`config.mk`:
```
export PLATFORM = sky130hd
export DESIGN_NAME = riscv_run_controller
export DESIGN_NICKNAME = d
export VERILOG_FILES = /design/src/rtl/riscv_run_controller.sv
export SDC_FILE = /design/constraint.sdc
export NUM_CORES = 1
export LEC_CHECK = 0
export CAP_MARGIN = 20
export CORE_MARGIN = 8
export CORE_UTILIZATION = 28
export DETAILED_ROUTE_END_ITERATION = 12
export PLACE_DENSITY = 0.57
export SYNTH_ARGS = -nofsm -noshare
export SYNTH_HDL_FRONTEND = slang
export SYNTH_SLANG_ARGS = --single-unit
```
`constraint.sdc`:
```
create_clock -name clk -period 6.3 [get_ports clk]
set_input_delay 0.945 -clock clk [delete_from_list [all_inputs] [get_ports clk]]
set_output_delay 0.945 -clock clk [all_outputs]
set_load 0.02 [all_outputs]
```
`src/rtl/riscv_run_controller.sv`:
```
// rtl/riscv_run_controller.sv - run/reset sequencer for the single-cycle RISC-V core
//
// Holds the core in reset for RESET_CYCLES after a start request, runs it,
// counts cycles and retired instructions, and stops on ECALL/EBREAK, a pc
// self-loop, or MAX_CYCLES expiry. All outputs come from registers.
//
// Ports:
//   clk           in   rising-edge clock
//   reset         in   asynchronous active-low controller reset
//   start         in   run request, honoured in IDLE and DONE
//   retire        in   core retired an instruction this cycle
//   pc            in   pc of the retiring instruction
//   instr         in   encoding of the retiring instruction
//   exit_code     in   core register a0, sampled at halt
//   core_reset    out  active-high reset to the processor
//   running       out  controller is in RUN
//   done          out  controller is in DONE
//   pass          out  halted with exit code 0
//   timeout       out  stopped by MAX_CYCLES expiry
//   cycle_count   out  RUN cycles elapsed (saturating)
//   instret_count out  retires counted in RUN (saturating)
//   exit_code_q   out  exit code captured at halt, 0 on timeout

module riscv_run_controller #(
  parameter int XLEN          = 32,
  parameter int CNT_W         = 32,
  parameter int RESET_CYCLES  = 2,
  parameter int MAX_CYCLES    = 1000,
  parameter int LOOP_CYCLES   = 4,
  parameter int HALT_ON_ECALL = 1
) (
  input  logic              clk,
  input  logic              reset,
  input  logic              start,
  input  logic              retire,
  input  logic [XLEN-1:0]   pc,
  input  logic [31:0]       instr,
  input  logic [XLEN-1:0]   exit_code,
  output logic              core_reset,
  output logic              running,
  output logic              done,
  output logic              pass,
  output logic              timeout,
  output logic [CNT_W-1:0]  cycle_count,
  output logic [CNT_W-1:0]  instret_count,
  output logic [XLEN-1:0]   exit_code_q
);

  localparam int HOLD_W = (RESET_CYCLES > 1) ? $clog2(RESET_CYCLES) : 1;
  localparam int LOOP_W = $clog2(LOOP_CYCLES + 1);

  localparam logic [31:0]      INSTR_ECALL  = 32'h0000_0073;
  localparam logic [31:0]      INSTR_EBREAK = 32'h0010_0073;
  localparam logic [CNT_W-1:0] CNT_MAX      = {CNT_W{1'b1}};
  localparam logic [CNT_W-1:0] CYC_LAST     = CNT_W'(MAX_CYCLES - 1);
  localparam logic [HOLD_W-1:0] HOLD_LAST   = HOLD_W'(RESET_CYCLES - 1);
  localparam logic [LOOP_W-1:0] LOOP_HALT   = LOOP_W'(LOOP_CYCLES);

  typedef enum logic [1:0] {
    S_IDLE,
    S_RESET_HOLD,
    S_RUN,
    S_DONE
  } state_t;

  state_t             state_q, state_d;
  logic               core_reset_q, core_reset_d;
  logic               pass_q, pass_d;
  logic               timeout_q, timeout_d;
  logic [CNT_W-1:0]   cycle_count_q, cycle_count_d;
  logic [CNT_W-1:0]   instret_count_q, instret_count_d;
  logic [XLEN-1:0]    exit_capture_q, exit_capture_d;
  logic [XLEN-1:0]    last_pc_q, last_pc_d;
  logic [LOOP_W-1:0]  loop_cnt_q, loop_cnt_d;
  logic [HOLD_W-1:0]  hold_q, hold_d;
  logic               is_system;
  logic               halt;
  logic               clear_run;

  always_comb begin
    state_d         = state_q;
    core_reset_d    = core_reset_q;
    pass_d          = pass_q;
    timeout_d       = timeout_q;
    cycle_count_d   = cycle_count_q;
    instret_count_d = instret_count_q;
    exit_capture_d  = exit_capture_q;
    last_pc_d       = last_pc_q;
    loop_cnt_d      = loop_cnt_q;
    hold_d          = hold_q;
    halt            = 1'b0;
    clear_run       = 1'b0;
    is_system       = (HALT_ON_ECALL != 0) &&
                      ((instr == INSTR_ECALL) || (instr == INSTR_EBREAK));

    case (state_q)
      S_IDLE: begin
        core_reset_d = 1'b1;
        if (start) begin
          state_d   = S_RESET_HOLD;
          clear_run = 1'b1;
        end
      end

      S_RESET_HOLD: begin
        // hold_q counts the RESET_HOLD cycles already spent; release on the last one
        if (hold_q == HOLD_LAST) begin
          state_d      = S_RUN;
          core_reset_d = 1'b0;
        end else begin
          hold_d = hold_q + 1'b1;
        end
      end

      S_RUN: begin
        if (cycle_count_q != CNT_MAX) cycle_count_d = cycle_count_q + 1'b1;
        if (retire) begin
          if (instret_count_q != CNT_MAX) instret_count_d = instret_count_q + 1'b1;
          last_pc_d  = pc;
          loop_cnt_d = (pc == last_pc_q) ? loop_cnt_q + 1'b1 : LOOP_W'(1);
        end
        halt = retire && (is_system || (loop_cnt_d == LOOP_HALT));
        // halt takes priority over a timeout landing on the same cycle
        if (halt) begin
          exit_capture_d = exit_code;
          pass_d         = (exit_code == '0);
          timeout_d      = 1'b0;
          state_d        = S_DONE;
          core_reset_d   = 1'b1;
        end else if (cycle_count_q == CYC_LAST) begin
          exit_capture_d = '0;
          timeout_d      = 1'b1;
          state_d        = S_DONE;
          core_reset_d   = 1'b1;
        end
      end

      S_DONE: begin
        core_reset_d = 1'b1;
        if (start) begin
          state_d   = S_RESET_HOLD;
          clear_run = 1'b1;
        end
      end

      default: begin
        state_d      = S_IDLE;
        core_reset_d = 1'b1;
      end
    endcase

    if (clear_run) begin
      cycle_count_d   = '0;
      instret_count_d = '0;
      pass_d          = 1'b0;
      timeout_d       = 1'b0;
      exit_capture_d  = '0;
      loop_cnt_d      = '0;
      hold_d          = '0;
    end
  end

  always_ff @(posedge clk or negedge reset) begin
    if (!reset) begin
      state_q         <= S_IDLE;
      core_reset_q    <= 1'b1;
      pass_q          <= 1'b0;
      timeout_q       <= 1'b0;
      cycle_count_q   <= '0;
      instret_count_q <= '0;
      exit_capture_q  <= '0;
      last_pc_q       <= '0;
      loop_cnt_q      <= '0;
      hold_q          <= '0;
    end else begin
      state_q         <= state_d;
      core_reset_q    <= core_reset_d;
      pass_q          <= pass_d;
      timeout_q       <= timeout_d;
      cycle_count_q   <= cycle_count_d;
      instret_count_q <= instret_count_d;
      exit_capture_q  <= exit_capture_d;
      last_pc_q       <= last_pc_d;
      loop_cnt_q      <= loop_cnt_d;
      hold_q          <= hold_d;
    end
  end

  assign core_reset    = core_reset_q;
  assign running       = (state_q == S_RUN);
  assign done          = (state_q == S_DONE);
  assign pass          = pass_q;
  assign timeout       = timeout_q;
  assign cycle_count   = cycle_count_q;
  assign instret_count = instret_count_q;
  assign exit_code_q   = exit_capture_q;

endmodule
```
==> reports/results.txt <==
The flow ran to the end, and the final reports show no timing, DRC or antenna violations. The overall track demand over capacity in global routing is 13.23%, and the count of hold-fix buffers inserted at cts is 0. Worst hold path depth: 1. Counting along the longest clock path gives a buffer depth of 2.

In this run the mean area of a mapped cell was 10.67 sq um. Summing all non-filler instances in the final layout gives an area of 9743 sq um. The proportion of netlist area held by the largest area contributor works out to 50.31%.

The starting utilization of the core area came out at 28.15%. The number of library cell types mapped by synthesis was 54. In this run the count of I/O pins placed on the die edge is 201. The number of cells on the worst reg-to-reg path was 9. The tools report the number of antenna diodes as 0. Summed over all instances, the cell type with the most area after synthesis is sky130_fd_sc_hd__dfrtp_1. After detailed routing, the wire length on met1 is 8531 um. Of all flip-flops after synthesis, the portion carrying an async set or reset was 100.0%. The number of gates resized after CTS came out at 0.

The post-route DRC violation count came out at 0. Yosys attributes the largest share of cell area to sky130_fd_sc_hd__dfrtp_1 (50%), sky130_fd_sc_hd__xnor2_1 (7.2%), sky130_fd_sc_hd__mux2_2 (5.3%). Fraction of the mapped netlist area in compound gates: 8.378%.

The met2 wirelength from detailed routing was 9288 um; the vertical die dimension was 171.4 um. Net switching is 30.17% of the power. Clock latency on the worst-skew pair: 0.42 ns.

The layout has 2352 filler cells. Internal power comes to 2012 uW. Summing the areas of all xor and xnor instances in the mapped netlist gives 10.36% of the synthesized area. The logs give 0 for the number of setup violations in the final report and 0 for the number of synthesis warnings.

For this design the total switching power over the nets is 869.3 uW. For the count of final max-slew check failures, the log shows 0. The type of the tightest min-delay check is reg2reg. Of all nets on the critical path, the largest fanout is 32. The instance area at placement came out at 9105 sq um.

After legalization and detailed placement, the total HPWL measured 14090 um. The gate count after technology mapping came out at 634. For the sequential share of the synthesized area, the log shows 50.69%. For this block, the initial DRC count from the detailed router was 313. Counting flops with a built-in enable in the synthesized netlist gives 0. In this run the tool buffered the top-level ports with 199 buffer cells. TritonCTS built the clock tree.

Pin count of the biggest net entering global routing: 78. The placer's final routability congestion estimate is 0.7563. Signal routing reaches up to met4. The tools report the worst-case headroom to the max-slew limit as 45.40%. The number of antenna violations at the first check in global routing was 0; the hold violation total from the final report was 0. In this run the horizontal extent of the chip is 171.4 um.

The share of power burned in the clock network came out at 38.1%. STA classifies the critical path endpoint as a flip-flop. For the pin with the worst max-slew slack, the measured transition is 0.8189 ns.

The die covers 29390 sq um. For the power after layout, the log shows 2881 uW. The core region is 24030 sq um.

Counting flops and latches in the post-synthesis netlist gives 137. Per report_power, the combinational group accounts for 23.6% of the total. Among all cell types in the netlist, the one instantiated most often is sky130_fd_sc_hd__dfrtp_1. The clock-pin slew on the worst setup and hold paths was 0.06 ns. The share of total power dissipated in sequential elements is 38.3%. Worst setup path category: in2reg.

Setup repair after global routing left no endpoint under its margin. Total number of vias: 5516. The aggregate routed wire length is 19280 um, and the power per cell area is 295.7 nW/um^2. Measured against the total synthesized area, the mux share comes to 5.622%.

The logs give 5622 for the number of global-route vias before repair and 30750 um for the first-pass GRT wire length. The tools report the number of nets in the finished design as 939. The cell at the root of the clock tree is sky130_fd_sc_hd__clkbuf_16.

The worst voltage drop across the vdd grid came out at 164.7 uV. Area growth from synthesis to final layout: 44.02%. For this design the static power due to leakage is 0.003935 uW. The clock period minus final worst setup slack was 3.039 ns; the number of sinks handled by clock tree synthesis was 137. Of the available clock period, the critical path in the final layout requires 48.24%. The maximum achievable frequency is 329.0 MHz, and the row count is 57.

Clock tree synthesis inserted a total of 17 buffers. Kind of start point of the critical path: an input pin. Using the TritonRoute via totals, the vias-per-cell ratio works out to 4.719. Data arrives at the worst endpoint at 3.34 ns. The synthesized netlist occupies a cell area of 6765 sq um.

The total iterations of the first detailed-routing run is 4. The logs give 0.01317 ns for the worst clock skew on the final layout and 0 for the number of maximum-capacitance constraint violations. Counting every net in the synthesized netlist gives 741. The sum of negative setup slack was 0 ns.

STA puts the critical path data required time at 6.60 ns. In the final routed layout, each cell accounts on average for 16.50 um. In this run the remaining antenna-violating nets after routing total 0. After Yosys synthesis, and, or, nand and nor cells account for 21.19% of the synthesized area. The prevailing post-synth register cell is sky130_fd_sc_hd__dfrtp_1.

The share of final-layout standard cells stronger than drive strength 1 is 11.12%. By area, the combinational part of the netlist is dominated by simple AND/OR/NAND/NOR gates. After synthesis, the most frequently instantiated cells are sky130_fd_sc_hd__dfrtp_1 (136), sky130_fd_sc_hd__nor2_1 (72), sky130_fd_sc_hd__xnor2_1 (56). The amount of wire on met3 after detailed routing was 1202 um. The number of setup buffers added after CTS is 0.

The H-tree generated during clock tree synthesis spans 4 levels. Summed over all layers, the global routing overflow is 0. After Yosys synthesis, full adders, half adders and majority gates account for 1.295% of the synthesized area.
sequential cells by signal (all words and copies together) (netlist names):
name,flops
loop_cnt_q,3
core_reset,1
pass,1
state_q,2
timeout,1
exit_code_q,32
cycle_count,32
instret_count,32
last_pc_q,32
hold_q,1
critical path: stages:
cell                              delay [ns]
sky130_fd_sc_hd__clkdlybuf4s50_1        0.49
sky130_fd_sc_hd__xnor2_1                0.14
sky130_fd_sc_hd__nand4_1                0.13
sky130_fd_sc_hd__nor4_2                 0.42
sky130_fd_sc_hd__a31oi_1                0.31
sky130_fd_sc_hd__o32ai_1                0.23
sky130_fd_sc_hd__a21oi_2                0.09
sky130_fd_sc_hd__buf_4                  0.27
sky130_fd_sc_hd__a22o_1                 0.28
layout by cell type, fill, tap and decap left out, drive strengths merged, types with 20 or more instances in the layout:
cell and count:
clkdlybuf4s50 198, xor2 24, nand4 28, mux2 32, nor3 23, nor4 20, xnor2 56, dfrtp 136
nor2 72, nand3 26, a22o 32, nand2 42
power by group through the flow:
stage | Sequential, uW | Combinational (uW) | Clock, uW
2_1_floorplan | 1120 | 452 | 0
3_3_place_gp | 1120 | 693 | 0
3_5_place_dp | 1120 | 698 | 0
4_1_cts | 1110 | 698 | 1130
5_1_grt | 1130 | 750 | 1160
6_report | 1100 | 679 | 1100
stage by stage:
stage | hold slack (ns) | cells | utilization (%) | setup WS, ns
floorplan | 0.4657 | 634 | - | 3.778
global placement | 0.4819 | 1137 | 37.88 | 2.776
detailed placement | 0.4907 | 1137 | 37.88 | 2.790
CTS | 0.5034 | 1169 | 40.54 | 3.222
global route | 0.5152 | 1169 | 40.54 | 3.094
finish | 0.5024 | 1169 | 40.54 | 3.261
layout make-up:
cell class	count	area [sq um]	area share, %
Timing Repair Buffer	206	2046	21.00
Clock buffer	17	425.4	4.366
Tap cell	324	405.4	4.161
Clock inverter	15	212.7	2.183
Multi-Input combinational cell	459	3183	32.67
Inverter	11	41.29	0.4238
Sequential cell	137	3430	35.20
cell families (layout without fill, tap and decap cells):
group                      Yosys count  after routing
and+or+nand+nor                    263            263
DFF                                137            137
xor gates and xnor gates            80             80
AOI/OAI and AO/OA                   75             75
buffers and inverters               38            249
muxes                               34             34
adders and majority gates            7              7
final timing paths:
path                                              from                     endpoint  slack [ns]
min                        exit_code_q[28]$_DFFE_PN0P_  exit_code_q[28]$_DFFE_PN0P_        0.50
max                                             pc[30]  exit_code_q[24]$_DFFE_PN0P_        3.26
min in group asynchronous                        reset  cycle_count[29]$_DFFE_PN0P_        0.55
max reg2reg                     state_q[0]$_DFFE_PN0P_  cycle_count[15]$_DFFE_PN0P_        3.70
max in group asynchronous                        reset     last_pc_q[1]$_DFFE_PN0P_        4.41
min reg2reg                exit_code_q[28]$_DFFE_PN0P_  exit_code_q[28]$_DFFE_PN0P_        0.50
routing by layer:
layer / GRT usage (%) / vias to the layer above
li1: - / 2677
met1: 16.64 / 2700
met2: 21.32 / 120
met3: 4.269 / 19
met4: 4.008 / 0
met5: 0 / -
Power figures use the tool's default switching activity.
==> patch 1: new RTL, same flow settings <==
Add an input register stage for `start`, `retire`, `pc`, `instr` and `exit_code`; this delays them by one clock. Comments in the files are not updated.
--- a/src/rtl/riscv_run_controller.sv
+++ b/src/rtl/riscv_run_controller.sv
@@ -64,4 +64,18 @@
   } state_t;
 
+  logic start_q;
+  logic retire_q;
+  logic [XLEN-1:0] pc_q;
+  logic [31:0] instr_q;
+  logic [XLEN-1:0] exit_code_r;
+
+  always_ff @(posedge clk) begin
+    start_q     <= start;
+    retire_q    <= retire;
+    pc_q        <= pc;
+    instr_q     <= instr;
+    exit_code_r <= exit_code;
+  end
+
   state_t             state_q, state_d;
   logic               core_reset_q, core_reset_d;
@@ -92,10 +106,10 @@
     clear_run       = 1'b0;
     is_system       = (HALT_ON_ECALL != 0) &&
-                      ((instr == INSTR_ECALL) || (instr == INSTR_EBREAK));
+                      ((instr_q == INSTR_ECALL) || (instr_q == INSTR_EBREAK));
 
     case (state_q)
       S_IDLE: begin
         core_reset_d = 1'b1;
-        if (start) begin
+        if (start_q) begin
           state_d   = S_RESET_HOLD;
           clear_run = 1'b1;
@@ -115,14 +129,14 @@
       S_RUN: begin
         if (cycle_count_q != CNT_MAX) cycle_count_d = cycle_count_q + 1'b1;
-        if (retire) begin
+        if (retire_q) begin
           if (instret_count_q != CNT_MAX) instret_count_d = instret_count_q + 1'b1;
-          last_pc_d  = pc;
-          loop_cnt_d = (pc == last_pc_q) ? loop_cnt_q + 1'b1 : LOOP_W'(1);
-        end
-        halt = retire && (is_system || (loop_cnt_d == LOOP_HALT));
+          last_pc_d  = pc_q;
+          loop_cnt_d = (pc_q == last_pc_q) ? loop_cnt_q + 1'b1 : LOOP_W'(1);
+        end
+        halt = retire_q && (is_system || (loop_cnt_d == LOOP_HALT));
         // halt takes priority over a timeout landing on the same cycle
         if (halt) begin
-          exit_capture_d = exit_code;
-          pass_d         = (exit_code == '0);
+          exit_capture_d = exit_code_r;
+          pass_d         = (exit_code_r == '0);
           timeout_d      = 1'b0;
           state_d        = S_DONE;
@@ -138,5 +152,5 @@
       S_DONE: begin
         core_reset_d = 1'b1;
-        if (start) begin
+        if (start_q) begin
           state_d   = S_RESET_HOLD;
           clear_run = 1'b1;
Check against the original RTL: not equivalent (Yosys sat finds a counterexample within 4 cycles, from zero or initial values and one cycle with reset low).
==> patch 1 against the original RTL <==
  * Sequential cell count rose by 97
  * Total power grew 35%
  * Synthesized area increased by 32%
  * Final area up 25%
  * Largest cell class unchanged
  * Clock power is 36% higher
  * Fmax is 4.0% higher
  * Worst setup slack improved by 0.12 ns
  * Synthesized cell count up 36%
  * Clock skew grew 0.011 ns
  * Routed wire length rose by 27%
==> patch 1: results (changes against the original RTL) <==
- Max clock buf depth: 3 (+1)
- Proportion of layout cells with a drive suffix above 1: 0.0617 (-0.0495)
* Maximum vdd drop: 0.177 mV (+7.6%)
- The global-route met2 utilization came to 0.213 (+0.000221).
- The share of flip-flops with an asynchronous set or reset after synthesis is 0.585 (-0.415).
- The final weighted congestion of routability-driven global placement was 0.754 (-0.36%).
- The ratio of routed vias to standard cells is 4.64 (-1.6%).
- Global-route wire length before repair: 40.3 mm (+31%)
* Number of warning messages in the yosys log: 0 (unchanged)
- The half-perimeter wire length after placement came to 17.1 mm (+21%).
* Slowest library cell on the worst path: sky130_fd_sc_hd__nor4_2
* Clock slew at the register clock pins of the worst setup and hold paths: 0.06 ns (about the same)
* Area contributors post-synth: sky130_fd_sc_hd__dfrtp_1 (38%), sky130_fd_sc_hd__dfxtp_1 (22%), sky130_fd_sc_hd__nand2_1 (6.8%), sky130_fd_sc_hd__xor2_1 (5.9%), sky130_fd_sc_hd__nor2_1 (2.4%)
- Sequential element share of the synthesized area: 0.603 (+0.0962)
- The maximum number of pins on one net before global-route repair came to 73 (-6.4%).
- The standard cell area after detailed placement is 11400 um2 (+25%).
- CP Max Fanout: 15 (-53%)
- The overall global routing resource usage is 0.129 (-0.00315).
* Number of gates resized after CTS: 0 (unchanged)
- Postcts setup bufs: 0 (unchanged)
- Lkg Pwr: 5.24 nW (+33%)
- Fill count: 3052 (+30%)
- For this run, the leading register cell type out of synthesis is sky130_fd_sc_hd__dfrtp_1.
- The max-slew violation count is 0 (unchanged).
- The switching power total was 1.11 mW (+28%).
- The run finished with clean final reports.
- Global Route met1 Usage: 0.170 (+0.00323)
- The stage delay of the slowest cell on the critical path was 0.83 ns (+0.34 ns).
* Clk Tree Root Cell: sky130_fd_sc_hd__clkbuf_16
* Net count after synthesis: 972 (+31%)
- The path class of the tightest hold or removal check is input port to asynchronous set/reset pin.
- The wire length per cell is 16.5 um (about the same).
- Counting instances in the post-synthesis netlist gives the leading cell types as sky130_fd_sc_hd__nand2_1 (162), sky130_fd_sc_hd__dfrtp_1 (136), sky130_fd_sc_hd__dfxtp_1 (97), sky130_fd_sc_hd__xor2_1 (60), sky130_fd_sc_hd__nor2_1 (58).
- Cell variety after synth: 52 (-3.7%)
* Setup skew after layout: 0.0239 ns (+0.0107 ns)
* IO buf count: 199 (unchanged)
- The via count of the first global-routing pass was 7216 (+28%).
- The number of CTS-inserted buffers is 26 (+9).
- The slew at the pin with the worst max-slew slack is 0.924 ns (+0.105 ns).
- # diodes: 0 (unchanged)
- The first-pass iteration count of the detailed router is 4 (unchanged).
* Critical path data arrival time: 3.32 ns (-0.02 ns)
- The H-tree level count came to 1 (-3).
* Fraction of met3 tracks used by global routing: 0.0304 (-0.0123)
- The count of routing violations after the opening detailed-route iteration was 388 (+24%).
- The initial antenna violation count was 0 (unchanged).
- The post-layout net count was 1173 (+25%).
- Source-to-sink clock delay at the later pin of the worst-skew pair: 0.54 ns (+0.12 ns)
[patch 1: changes by cell type after synthesis, sizes merged, moves of 10 or more]
cell,delta
nor2,-14
dfxtp,+97
o22ai,+32
clkbuf,+10
mux2,-32
xor2,+36
xnor2,-37
nand2,+120
a22o,-32
inv,+29
nor4,+13
nor3,-11
[patch 1: cell families after synthesis]
| kind of cell | after synthesis | share of synthesized area |
|---|---|---|
| xor gates and xnor gates | 79 | 0.0777 |
| muxes | 4 | 0.00450 |
| and+or+nand+nor | 375 | 0.204 |
| buffers and inverters | 75 | 0.0327 |
| adders and majority gates | 7 | 0.00983 |
| AOI/OAI and AO/OA | 91 | 0.0686 |
| DFF | 234 | 0.603 |
[patch 1: layout make-up]
class	instances	area (um2)	share of cell area
clock inverter	16	153	0.0125
inverter	40	150	0.0123
timing repair buffer	208	2080	0.171
multi-input combinational	556	3250	0.266
tap	402	503	0.0412
sequential	234	5370	0.440
clock buffer	32	693	0.0568
[patch 1: critical path, delay by kind of cell, from the launching register on]
family	cells	cell delay (ns)
xor gates and xnor gates	1	0.18
AOI/OAI and AO/OA	1	0.55
DFF	1	0.46
and+or+nand+nor	4	1.61
[patch 1: metrics by stage]
stage | power (mW) | instances | setup slack (ns) | hold WS [ns] | utilization
finish | 3.88 | 1488 | 3.38 | 0.407 | 0.388
global route | 4.11 | 1488 | 3.00 | 0.439 | 0.388
CTS | 3.96 | 1488 | 3.26 | 0.429 | 0.388
detailed placement | 2.42 | 1440 | 3.29 | 0.438 | 0.361
global placement | 2.40 | 1439 | 3.33 | 0.430 | 0.360
floorplan | 2.16 | 865 | 3.98 | 0.424 | -
[patch 1: layer usage]
metal / vias up / share of wire / routed length, um
met5: - / 0 / 0
met4: 0 / 0.015 / 378
li1: 3375 / - / -
met3: 32 / 0.052 / 1280
met1: 3347 / 0.45 / 11100
met2: 157 / 0.48 / 11800
[patch 1: power by group through the flow]
stage               sequential [mW]  combinational (mW)  clock [mW]
detailed placement             1.78               0.649           0
CTS                            1.75               0.654        1.56
floorplan                      1.77               0.397           0
global route                   1.77               0.726        1.61
global placement               1.77               0.630           0
finish                         1.74               0.636        1.50
[patch 1: final timing paths]
| path | from | to | slack [ns] | cells past startpoint |
|---|---|---|---|---|
| min in group clk | pc_q[28] | last_pc_q[28] | 0.44 | 2 |
| max reg2reg | cycle_count[13] | cycle_count[5] | 3.38 | 6 |
| min | reset | instret_count[19] | 0.41 | 1 |
| max | cycle_count[13] | cycle_count[5] | 3.38 | 6 |
| max in group asynchronous | reset | exit_code_q[29] | 4.51 | 2 |
| min reg2reg | pc_q[28] | last_pc_q[28] | 0.44 | 2 |
==> patch 2: new RTL, config.mk and constraints unchanged <==
Without the edit above. The parameter `CNT_W` goes from 32 to 36.
--- a/src/rtl/riscv_run_controller.sv
+++ b/src/rtl/riscv_run_controller.sv
@@ -24,5 +24,5 @@
 module riscv_run_controller #(
   parameter int XLEN          = 32,
-  parameter int CNT_W         = 32,
+  parameter int CNT_W         = 36,
   parameter int RESET_CYCLES  = 2,
   parameter int MAX_CYCLES    = 1000,
Interface: changed (resized cycle_count and instret_count); port bits go from 201 to 209. No check against the original RTL was run, so the function may have changed too.
==> patch 2 against the original RTL <==
  * Worst setup slack worse by 0.27 ns
  * Via count up 18%
  * Routed wire length up 16%
  * Hold slack worse by 0.078 ns
  * Total power down 8.2%
  * Sequential cell count up 8
  * Final area up 6.9%
  * Clock skew down 0.0013 ns
  * First-iteration DRC count up 9.6%
  * Synthesized area up 8.7%
  * Critical path type unchanged
  * Highest routed layer unchanged
==> patch 2: results (changes against the original RTL) <==
- Cell variety after synth: 51 (-5.6%)
- Repair and plain buffers: 219 (+6.3%)
- The flow ran to the end, and the final reports show no timing, DRC or antenna violations.
- Multi-input combinational area share: 0.340 (+0.0134)
* Global-route wire length before repair: 36.6 mm (+19%)
* Length of routed wiring on met1: 9.99 mm (+17%)
- The commonest cells after synthesis are sky130_fd_sc_hd__nand2_1 (159), sky130_fd_sc_hd__dfrtp_1 (144), sky130_fd_sc_hd__nor2_1 (68), sky130_fd_sc_hd__xor2_1 (53), sky130_fd_sc_hd__nor4_1 (46).
* Met2 global-route usage: 0.220 (+0.00672)
* Reg-to-reg startpoint: last_pc_q[16]
- Post-synthesis share of cell area spent on full adders, half adders and majority gates: 0.0119 (-0.00104)
* Worst Max-Slew Pin Slew: 0.915 ns (+0.0964 ns)
* Reg-to-reg slack, setup: 3.55 ns (-0.15 ns)
* Iteration-0 DRC Markers: 343 (+9.6%)
- Sequential element share of the synthesized area: 0.494 (-0.0134)
* Setup skew after layout: 0.0118 ns (-0.00134 ns)
* Global placer's final weighted congestion: 0.762 (+0.79%)
- The post-synthesis register bit count came to 145 (+5.8%).
* Standard cell area after detailed placement: 9800 um2 (+7.7%)
- The post-layout net count was 1094 (+17%).
- The multi-input combinational gate total is 597 (+30%).
- The compound-cell area share of the yosys netlist came to 0.0796 (-0.00416).
- Slowest library cell on the worst path: sky130_fd_sc_hd__o31ai_2
- The stage delay of the slowest cell on the critical path was 0.61 ns (+0.12 ns).
* Destination of the worst register-to-register timing path: exit_code_q[23]
* Inverter count of the layout excluding clock inverters: 7 (-4)
- The overall global routing resource usage was 0.143 (+0.0110).
- Worst setup path startpoint: pc[16]
- Fill count: 2561 (+8.9%)
* Share of final layout cell area taken by clock buffers and inverters: 0.0584 (-0.00709)
- Pin count of the biggest net entering global routing: 76 (-2.6%)
- The via count of the first global-routing pass was 6611 (+18%).
- Maximum vdd drop: 0.163 mV (-1.1%)
patch 2: cell types whose count changed after synthesis, sizes merged, moves of 15 or more:
cell     change
xor2        +29
clkbuf      +15
o2bb2ai     +33
xnor2       -19
mux2        -32
nand2      +117
a22o        -32
nor4        +27
patch 2: worst max path at each step:
stage                            to  slack [ns]  cells after the start
global placement    exit_code_q[23]        1.99                      7
finish              exit_code_q[23]        2.99                      8
CTS                 exit_code_q[23]        2.89                      8
global route        exit_code_q[18]        2.77                      8
floorplan            exit_code_q[0]        3.65                      8
detailed placement  exit_code_q[23]        2.44                      8
patch 2: power by group through the flow:
stage	registers [mW]	logic, mW	clock network, mW
2_1_floorplan	1.13	0.236	0
3_3_place_gp	1.11	0.493	0
3_5_place_dp	1.11	0.495	0
4_1_cts	1.09	0.497	1.10
5_1_grt	1.10	0.543	1.13
6_report	1.09	0.485	1.07
